$ cat src/rtl/seq_alu_pkg.sv
// Shared op codes, FSM encoding and latency constants for seq_alu.
// SEQ_ALU_SIGNED_EN enables the signed op codes OP_MULS / OP_DIVS.
package seq_alu_pkg;

    localparam logic [3:0] OP_ADD  = 4'd0;
    localparam logic [3:0] OP_SUB  = 4'd1;
    localparam logic [3:0] OP_LSR  = 4'd2;
    localparam logic [3:0] OP_SLTU = 4'd3;
    localparam logic [3:0] OP_AND  = 4'd4;
    localparam logic [3:0] OP_OR   = 4'd5;
    localparam logic [3:0] OP_NOT  = 4'd6;
    localparam logic [3:0] OP_XOR  = 4'd7;
    localparam logic [3:0] OP_MULU = 4'd8;
    localparam logic [3:0] OP_DIVU = 4'd9;
    localparam logic [3:0] OP_MULS = 4'd10;
    localparam logic [3:0] OP_DIVS = 4'd11;

    typedef enum logic [1:0] {
        ST_IDLE = 2'd0,
        ST_BUSY = 2'd1,
        ST_DONE = 2'd2
    } state_t;

    localparam int DEFAULT_WIDTH = 16;
    localparam int LAT_SINGLE    = 1;
    localparam int LAT_ITER      = DEFAULT_WIDTH + 1;

endpackage

$ cat src/rtl/seq_alu_muldiv.sv
// Iterative engine: shift-add multiply or restoring divide, one bit per cycle.
// done flags the final iteration; lo/hi carry that iteration's result combinationally.
module seq_alu_muldiv
    import seq_alu_pkg::*;
#(
    parameter int WIDTH = 16,
    parameter int CNT_W = $clog2(WIDTH) + 1
) (
    input  logic             clk,
    input  logic             rst,
    input  logic             start,
    input  logic             is_div,
    input  logic [WIDTH-1:0] a,
    input  logic [WIDTH-1:0] b,
    output logic             done,
    output logic [WIDTH-1:0] lo,
    output logic [WIDTH-1:0] hi
);

    logic [CNT_W-1:0] cnt;
    logic             div_q;
    logic [WIDTH-1:0] acc, q, m;
    logic [WIDTH:0]   add_sum;
    logic [WIDTH:0]   shifted;
    logic [WIDTH+1:0] sub_diff;
    logic [WIDTH-1:0] acc_nx, q_nx;

    // Multiply: {acc,q} shifts right, q holds the remaining multiplier bits.
    // Divide: {acc,q} shifts left, q collects quotient bits, acc is the partial remainder.
    always_comb begin
        add_sum  = {1'b0, acc} + (q[0] ? {1'b0, m} : {(WIDTH+1){1'b0}});
        shifted  = {acc, q[WIDTH-1]};
        sub_diff = {1'b0, shifted} - {2'b00, m};
        acc_nx   = add_sum[WIDTH:1];
        q_nx     = {add_sum[0], q[WIDTH-1:1]};
        if (div_q) begin
            if (sub_diff[WIDTH+1]) begin
                acc_nx = shifted[WIDTH-1:0];
                q_nx   = {q[WIDTH-2:0], 1'b0};
            end else begin
                acc_nx = sub_diff[WIDTH-1:0];
                q_nx   = {q[WIDTH-2:0], 1'b1};
            end
        end
    end

    always_ff @(posedge clk or posedge rst) begin
        if (rst) begin
            cnt   <= '0;
            div_q <= 1'b0;
            acc   <= '0;
            q     <= '0;
            m     <= '0;
        end else if (start) begin
            cnt   <= CNT_W'(WIDTH);
            div_q <= is_div;
            acc   <= '0;
            q     <= a;
            m     <= b;
        end else if (cnt != '0) begin
            cnt <= cnt - CNT_W'(1);
            acc <= acc_nx;
            q   <= q_nx;
        end
    end

    assign done = (cnt == CNT_W'(1));
    assign lo   = q_nx;
    assign hi   = acc_nx;

endmodule

$ cat src/rtl/seq_alu.sv
// Sequential ALU: registered single-cycle ops plus iterative MULU/DIVU behind valid/ready.
// Defining SEQ_ALU_SIGNED_EN adds MULS/DIVS via sign correction around the unsigned engine.
module seq_alu
    import seq_alu_pkg::*;
#(
    parameter int WIDTH = 16,
    parameter int CNT_W = $clog2(WIDTH) + 1
) (
    input  logic             clk,
    input  logic             rst,
    input  logic             in_valid,
    output logic             in_ready,
    input  logic [3:0]       op,
    input  logic [WIDTH-1:0] a,
    input  logic [WIDTH-1:0] b,
    output logic             out_valid,
    input  logic             out_ready,
    output logic [WIDTH-1:0] result,
    output logic [WIDTH-1:0] result_hi,
    output logic             carry,
    output logic             zero,
    output logic             div_zero
);

    // Handshake: an op is taken on a cycle with in_valid && in_ready; a result
    // stays on the outputs while out_valid && !out_ready and retires on out_ready.
    state_t           state;
    logic             accept, is_iter, is_div_op, div_by_zero, eng_start, eng_done;
    logic             mul_q;
    logic [WIDTH-1:0] eng_a, eng_b, eng_lo, eng_hi;
    logic [WIDTH-1:0] sc_res;
    logic             sc_carry;

    assign in_ready  = (state == ST_IDLE);
    assign out_valid = (state == ST_DONE);
    assign accept    = in_valid && in_ready;

    always_comb begin
        sc_res   = '0;
        sc_carry = 1'b0;
        case (op)
            OP_SUB: begin
                sc_res   = a - b;
                sc_carry = (a < b);
            end
            OP_LSR: begin
                sc_res   = a >> 1;
                sc_carry = a[0];
            end
            OP_SLTU: sc_res = {{(WIDTH-1){1'b0}}, (a < b)};
            OP_AND:  sc_res = a & b;
            OP_OR:   sc_res = a | b;
            OP_NOT:  sc_res = ~a;
            OP_XOR:  sc_res = a ^ b;
            default: {sc_carry, sc_res} = {1'b0, a} + {1'b0, b};
        endcase
    end

`ifdef SEQ_ALU_SIGNED_EN
    logic                 is_signed_op, sign_a, sign_b, is_ovf;
    logic                 signed_q, fix_q, neg_lo_q, neg_hi_q, ovf_q;
    logic [2*WIDTH-1:0]   prod_mag, prod_fix;
    logic [WIDTH-1:0]     fix_lo, fix_hi;
    logic                 fix_carry;

    assign is_signed_op = (op == OP_MULS) || (op == OP_DIVS);
    assign sign_a       = is_signed_op && a[WIDTH-1];
    assign sign_b       = is_signed_op && b[WIDTH-1];
    assign is_ovf       = (op == OP_DIVS) && (a == {1'b1, {(WIDTH-1){1'b0}}}) && (b == '1);
    assign is_iter      = (op == OP_MULU) || (op == OP_DIVU) || is_signed_op;
    assign is_div_op    = (op == OP_DIVU) || (op == OP_DIVS);
    assign eng_a        = sign_a ? -a : a;
    assign eng_b        = sign_b ? -b : b;

    // Post-correction works on the magnitudes already parked in the result registers.
    assign prod_mag = {result_hi, result};
    assign prod_fix = neg_lo_q ? -prod_mag : prod_mag;

    always_comb begin
        fix_lo    = neg_lo_q ? -result : result;
        fix_hi    = neg_hi_q ? -result_hi : result_hi;
        fix_carry = ovf_q;
        if (mul_q) begin
            fix_lo    = prod_fix[WIDTH-1:0];
            fix_hi    = prod_fix[2*WIDTH-1:WIDTH];
            fix_carry = (prod_fix[2*WIDTH-1:WIDTH] != {WIDTH{prod_fix[WIDTH-1]}});
        end
    end
`else
    assign is_iter   = (op == OP_MULU) || (op == OP_DIVU);
    assign is_div_op = (op == OP_DIVU);
    assign eng_a     = a;
    assign eng_b     = b;
`endif

    assign div_by_zero = is_div_op && (b == '0);
    assign eng_start   = accept && is_iter && !div_by_zero;

    seq_alu_muldiv #(
        .WIDTH (WIDTH),
        .CNT_W (CNT_W)
    ) u_muldiv (
        .clk    (clk),
        .rst    (rst),
        .start  (eng_start),
        .is_div (is_div_op),
        .a      (eng_a),
        .b      (eng_b),
        .done   (eng_done),
        .lo     (eng_lo),
        .hi     (eng_hi)
    );

    always_ff @(posedge clk or posedge rst) begin
        if (rst) begin
            state     <= ST_IDLE;
            result    <= '0;
            result_hi <= '0;
            carry     <= 1'b0;
            zero      <= 1'b0;
            div_zero  <= 1'b0;
            mul_q     <= 1'b0;
`ifdef SEQ_ALU_SIGNED_EN
            signed_q  <= 1'b0;
            fix_q     <= 1'b0;
            neg_lo_q  <= 1'b0;
            neg_hi_q  <= 1'b0;
            ovf_q     <= 1'b0;
`endif
        end else begin
            case (state)
                ST_IDLE: if (accept) begin
                    div_zero <= 1'b0;
                    mul_q    <= !is_div_op;
`ifdef SEQ_ALU_SIGNED_EN
                    signed_q <= is_signed_op;
                    neg_lo_q <= sign_a ^ sign_b;
                    neg_hi_q <= sign_a;
                    ovf_q    <= is_ovf;
`endif
                    if (div_by_zero) begin
                        result    <= '1;
                        result_hi <= a;
                        carry     <= 1'b0;
                        zero      <= 1'b0;
                        div_zero  <= 1'b1;
                        state     <= ST_DONE;
                    end else if (is_iter) begin
                        state <= ST_BUSY;
                    end else begin
                        result    <= sc_res;
                        result_hi <= '0;
                        carry     <= sc_carry;
                        zero      <= (sc_res == '0);
                        state     <= ST_DONE;
                    end
                end
                ST_BUSY: begin
                    if (eng_done) begin
                        result    <= eng_lo;
                        result_hi <= eng_hi;
                        carry     <= mul_q && (eng_hi != '0);
                        zero      <= (eng_lo == '0);
`ifdef SEQ_ALU_SIGNED_EN
                        if (signed_q) fix_q <= 1'b1;
                        else          state <= ST_DONE;
                    end else if (fix_q) begin
                        fix_q     <= 1'b0;
                        result    <= fix_lo;
                        result_hi <= fix_hi;
                        carry     <= fix_carry;
                        zero      <= (fix_lo == '0);
                        state     <= ST_DONE;
`else
                        state <= ST_DONE;
`endif
                    end
                end
                ST_DONE: if (out_ready) state <= ST_IDLE;
                default: state <= ST_IDLE;
            endcase
        end
    end

endmodule
$ cat config.mk
export PLATFORM = sky130hd
export DESIGN_NAME = seq_alu
export DESIGN_NICKNAME = d
export VERILOG_FILES = /design/src/rtl/seq_alu_pkg.sv /design/src/rtl/seq_alu_muldiv.sv /design/src/rtl/seq_alu.sv
export SDC_FILE = /design/constraint.sdc
export NUM_CORES = 1
export LEC_CHECK = 0
export BUFFER_PORTS_ARGS = -buffer_cell sky130_fd_sc_hd__buf_2
export CORE_UTILIZATION = 60
export DETAILED_ROUTE_END_ITERATION = 8
export PLACE_DENSITY = 0.8
export SLEW_MARGIN = 5
export SYNTH_ARGS = -nofsm -noshare
export SYNTH_HDL_FRONTEND = slang
export SYNTH_SLANG_ARGS = --single-unit
$ cat constraint.sdc
create_clock -name clk -period 3.5 [get_ports clk]
set_input_delay 0.525 -clock clk [delete_from_list [all_inputs] [get_ports clk]]
set_output_delay 0.525 -clock clk [all_outputs]
set_load 0.02 [all_outputs]
# == Word-level counts from Yosys, hierarchy flattened ==
# Cells that the tools add are included.
# word_totals
elab_cells,98
inputBits,40
regBits,92
# op_classes
mux,40
order_cmp,1
n_reduce_logical,20
eq_ne,16
bitwise_logic,4
n_addsub,5
# op_table
op,count
$mux W16,16
$pmux W16 S7,1
$pmux W16 S2,2
$logic_not A16 Y1,3
$sub A17 B16 Y18,1
$add A16 B16 Y17,1
$add A16 B17 Y17,1
$and A16 B16 Y16,1
$eq A4 B3 Y1 const B,4
$lt A16 B16 Y1,1
$not A16 Y16,1
$or A16 B16 Y16,1
$reduce_bool A16 Y1,1
$sub A16 B16 Y16,1
$xor A16 B16 Y16,1
$mux W1,10
$mux W2,5
$mux W5,2
$eq A4 B2 Y1 const B,2
$eq A4 B4 Y1 const B,2
$pmux W2 S3,1
$eq A5 B1 Y1 const B,1
$logic_and A1 B1 Y1,5
$reduce_bool A5 Y1,1
other kinds (17),21

# == Depth between registers and ports, before layout ==
# logic_depth
depth_word,7
ltp_mapped,14
mapped_depth_nobuf,14

# == Modules after synthesis ==
# From an unflattened synthesis, not the netlist that was laid out.
# unflattened
cells_unflattened,1203
hier_area_um2,9480.3
# by_module_without_submodules
module,area_each_um2,instances,cells_each
seq_alu,4904.7,1,656
seq_alu_muldiv,4575.6,1,547

# == Least setup slack after synthesis ==
# Ideal clock, no wire load.
# synth_timing
kind,input port to flip-flop
from,input port a[2]
to,register result[15]
t_required_ns,3.436
stages,13
setup_ns,0.064
n_path_buf,1
setup_slack_ns,0.465
arrival_ns,2.971
cell_sequence,inv_1 -> ha_1 -> buf_2 -> and3_1 -> a2111oi_4 -> o21a_2 -> nor2_1 -> a221o_1 -> a21oi_1 -> mux2i_1 -> o211ai_1 -> a221oi_1 -> a21o_1
# synth_via
elab_chain_cells,6
elab_cells_between_ends,7
cone_classes,add/sub: 2; mux: 5
# synth_rtl
item,line,source
"start, declared",seq_alu.sv:14,"input logic [WIDTH-1:0] a,"
$add A16 B16 Y17 / $sub A16 B16 Y16 (equally long branches),"seq_alu.sv:55, seq_alu.sv:43",
$pmux W16 S7 *,seq_alu.sv:41,case (op)
$mux W16 *,seq_alu.sv:148,end else if (is_iter) begin
$mux W16 *,seq_alu.sv:141,if (div_by_zero) begin
$mux W16 *,seq_alu.sv:132,ST_IDLE: if (accept) begin
$pmux W16 S2 *,seq_alu.sv:131,case (state)
"end signal, assigned",seq_alu.sv:151,result <= sc_res;
"end signal, assigned",seq_alu.sv:160,result <= eng_lo;
"end, declared",seq_alu.sv:18,"output logic [WIDTH-1:0] result,"
# Mark *: on every way between the ends. The rest lies on a longest branch, timed or not. The select of a mux whose other input is x is not followed.
# A chain may end at the register's enable or synchronous reset.

# == Final worst setup path ==
# layout_timing
from,register u_muldiv.m[8]
to,register carry
# layout_via
elab_chain_cells,7
elab_cells_between_ends,9
cone_classes,add/sub: 2; mux: 5; reduce/logical: 2
# layout_rtl
item,line,source
"start, declared",seq_alu_muldiv.sv:22,"logic [WIDTH-1:0] acc, q, m;"
"start signal, assigned",seq_alu_muldiv.sv:53,m <= '0;
"start signal, assigned",seq_alu_muldiv.sv:59,m <= b;
$sub A17 B16 Y18 / $mux W16 (equally long branches),"seq_alu_muldiv.sv:33, seq_alu_muldiv.sv:31",
$mux W16 / $add A16 B17 Y17 (equally long branches),"seq_alu_muldiv.sv:37, seq_alu_muldiv.sv:31",
$mux W16 *,seq_alu_muldiv.sv:36,if (div_q) begin
$reduce_bool A16 Y1 *,seq_alu.sv:162,carry <= mul_q && (eng_hi != '0);
$logic_and A1 B1 Y1 *,seq_alu.sv:162,
$mux W1 *,seq_alu.sv:159,if (eng_done) begin
$pmux W1 S2 *,seq_alu.sv:131,
"end signal, assigned",seq_alu.sv:153,carry <= sc_carry;
"end signal, assigned",seq_alu.sv:162,
"end, declared",seq_alu.sv:20,"output logic carry,"
# Marked as above.

==> results.toml <==
[global_routing]
grt.overflow.total = 0
grt_pass1_vias = 9123
grt_start_max_net_pins = 43
grt_pass1_wl_mm = 49.52
grt_use_total_pct = 39.89
grt_antenna_before_repair = 0

[clock_network]
cts-root-buf = "clkbuf_16"
h-tree-depth = 3
cts.reportedPaths.clkPinSlew_ns = 0.07
cts_sinks = 92
cts_tree = "built"
clk_latency_ns = 0.34
cts_buffers = 9
cts_buffer_depth = 2

[sta]
maxSlewHeadroom_pct = 43.99
tightest_slew_ns = 0.8370
max_freq_mhz = 295.5
final_hold_viol_count = 0
finalClockSkew_ns = 0.006452
slew_viol_final = 0
period_needed_ns = 3.384
setup-violations-final = 0
whs_ns = 0.1819
fin_crit_sh_pct = 96.68

[place]
dpl.hpwl_mm = 23.90
place.port_buffers = 76
gp_congestion = 0.9905
dp.cells = 1436

[finish]
final_core_util_pct = 71.04
final_cell_mix = "nand2_1 (131), nor2_1 (99), o21ai_0 (97)"
area_delta_synth_final_pct = 14.22
final_common_cell = "nand2_1"
nNetsFinal = 1392
antenna_cells_inserted = 0
fin_cells = 1453
drive_gt1_share_pct = 16.39

[drt]
drtIter0Drc = 1159
first_pass_iters = 8
drc = 1
postRouteAntennaNets = 0
wl_per_cell_um = 21.53
viasPerCell = 6.747
wl_mm = 31.29
vias = 9803

[floorplan]
dieArea_um2 = 15790
fp.coreArea_um2 = 14750
rows = 44
io_pins = 77
die_h_um = 125.7
initial_utilization_pct = 62.19
die_w_um = 125.7

[worst_setup_path]
worstSetupPathType = "register to register"
cp-start-kind = "register"
rr_startpoint = "u_muldiv.m[8]"
critPathCaptureType = "register"
crit_path_max_fanout = 9
critical_path.startpoint = "u_muldiv.m[8]"
worst-r2r-cell-count = 12
r2r-end = "carry"
cp.arrival_ns = 3.61
r2r_setup_slack_ns = 0.12
cp-endpoint = "carry"
crit_required_ns = 3.72

[synth]
yosys_warnings = 0
synth_ff_type = "dfrtp_1"
synth-async-reset-ratio_pct = 100.0
synth_cell_type_count = 89
seq_area_frac_synth_pct = 25.09
yosys_register_bits = 92
syn_area_per_cell_um2 = 7.823
syn_area_um2 = 9176
syn_inst = 1173
synth_nets = 1300
synth_edf_count = 0

[run_status]
outcome = "complete, but fails checks"
violations = "design-rule violations"

[min_path]
hold_class = "primary input to async pin"

[power_and_ir_drop]
vdd_drop_max_mv = 0.4658
leakagePower_nw = 4.926
powerDensity_nw_per_um2 = 944.6

[flow_run]
drv_cap = 0
timing repair:
item                                    in CTS  in global routing
hold buffers                                 0                  0
buffers inserted                             0                  2
endpoints found under the setup margin       0                  6
resized for setup                            0                  7
cell families (layout without fill, tap and decap cells):
group | count (synthesis) | in the layout | synth area share (%)
flip-flops | 92 | 92 | 25.09
adder cells (fa/ha/maj) | 87 | 87 | 12.19
multiplexers | 29 | 29 | 3.504
AO/OA/AOI/OAI | 401 | 401 | 30.22
buffers and inverters | 153 | 249 | 6.504
XOR/XNOR | 23 | 23 | 2.195
AND/OR/NAND/NOR | 388 | 388 | 20.30
cell usage after synthesis, drive strengths merged, types with 7 or more instances:
cell type,instances,area [µm²]
dfrtp,92,2302
nor2b,14,87.58
a311oi,10,106.4
nor3,27,135.1
nand4,11,68.82
o21a,9,70.07
clkbuf,49,183.9
a211oi,25,200.2
o21bai,11,82.58
or3,7,43.79
and2,21,131.4
nor2,100,382.9
o21ai,113,576.8
o211ai,25,192.7
a21oi,59,302.8
inv,85,319.1
nand2,133,506.7
xor2,8,70.07
xnor2,15,131.4
nor4,13,87.58
a21o,23,172.7
nand3,12,60.06
nand2b,16,100.1
buf,19,93.84
a31oi,25,156.4
mux2i,22,220.2
a211o,7,70.07
o22ai,7,43.79
ha,83,1039
o31ai,8,60.06
a221oi,13,113.9
and3,7,48.80
through the flow:
step                      power (W)  setup TNS (ns)  instance area [µm²]  setup WS (ns)
after global routing        0.01052        -0.01326                10480       -0.01326
final                      0.009901               0                10480         0.1163
after global placement     0.008271               0                10080        0.09407
after CTS                  0.009607               0                10420        0.03482
after floorplan            0.006430               0                 9176         0.4651
after detailed placement   0.008407               0                10080        0.06574
report_power, final:
group | switching (W) | total, W | internal, W
clock | 0.000431 | 0.00113 | 0.000701
sequential | 0.000446 | 0.00199 | 0.00155
combinational | 0.00395 | 0.00678 | 0.00282
total | 0.00483 | 0.00990 | 0.00507
worst max-delay path: stages, from the launching register on:
cell and delay (ns):
dfrtp_1 0.38, inv_1 0.09, ha_1 0.44, a21oi_2 0.20, o211ai_2 0.16, a211o_4 0.33
o21ai_4 0.29, nand2_4 0.17, a311oi_2 0.43, and4b_1 0.26, nand4_1 0.15, nor4_2 0.27
o31ai_1 0.09
metal layers:
layer	track usage, %	routed length, µm	up-vias
met5	0	0	-
li1	-	-	4463
met2	64.87	14480	605
met1	51.43	12410	4622
met3	6.117	2751	113
met4	21.02	1636	0
flip-flops by register name, summed over array words and instances (netlist names):
register / flops
u_muldiv.q: 16
u_muldiv.cnt: 5
u_muldiv.m: 16
state: 2
zero: 1
u_muldiv.acc: 16
u_muldiv.div_q: 1
carry: 1
mul_q: 1
result_hi: 16
result: 16
div_zero: 1
worst min path at each step:
stage	startpoint	endpoint	slack, ns	depth (start not counted)
2_1_floorplan	u_muldiv.m[0]	u_muldiv.m[0]	0.47	2
3_3_place_gp	result[13]	result[13]	0.46	1
3_5_place_dp	result[1]	result[1]	0.47	2
4_1_cts	rst	result_hi[6]	0.19	2
5_1_grt	rst	result_hi[6]	0.22	2
6_report	rst	result_hi[6]	0.18	2
final cells by class:
cell class | instances | area (µm²)
clock inverters | 5 | 110.1
repair buffers | 149 | 953.4
fillers | 1216 | 4273
well taps | 184 | 230.2
clock buffers | 10 | 229.0
multi-input cells | 928 | 6335
flip-flops and latches | 92 | 2303
inverters | 85 | 320.3
No activity file was read; power rests on OpenSTA's default activity.
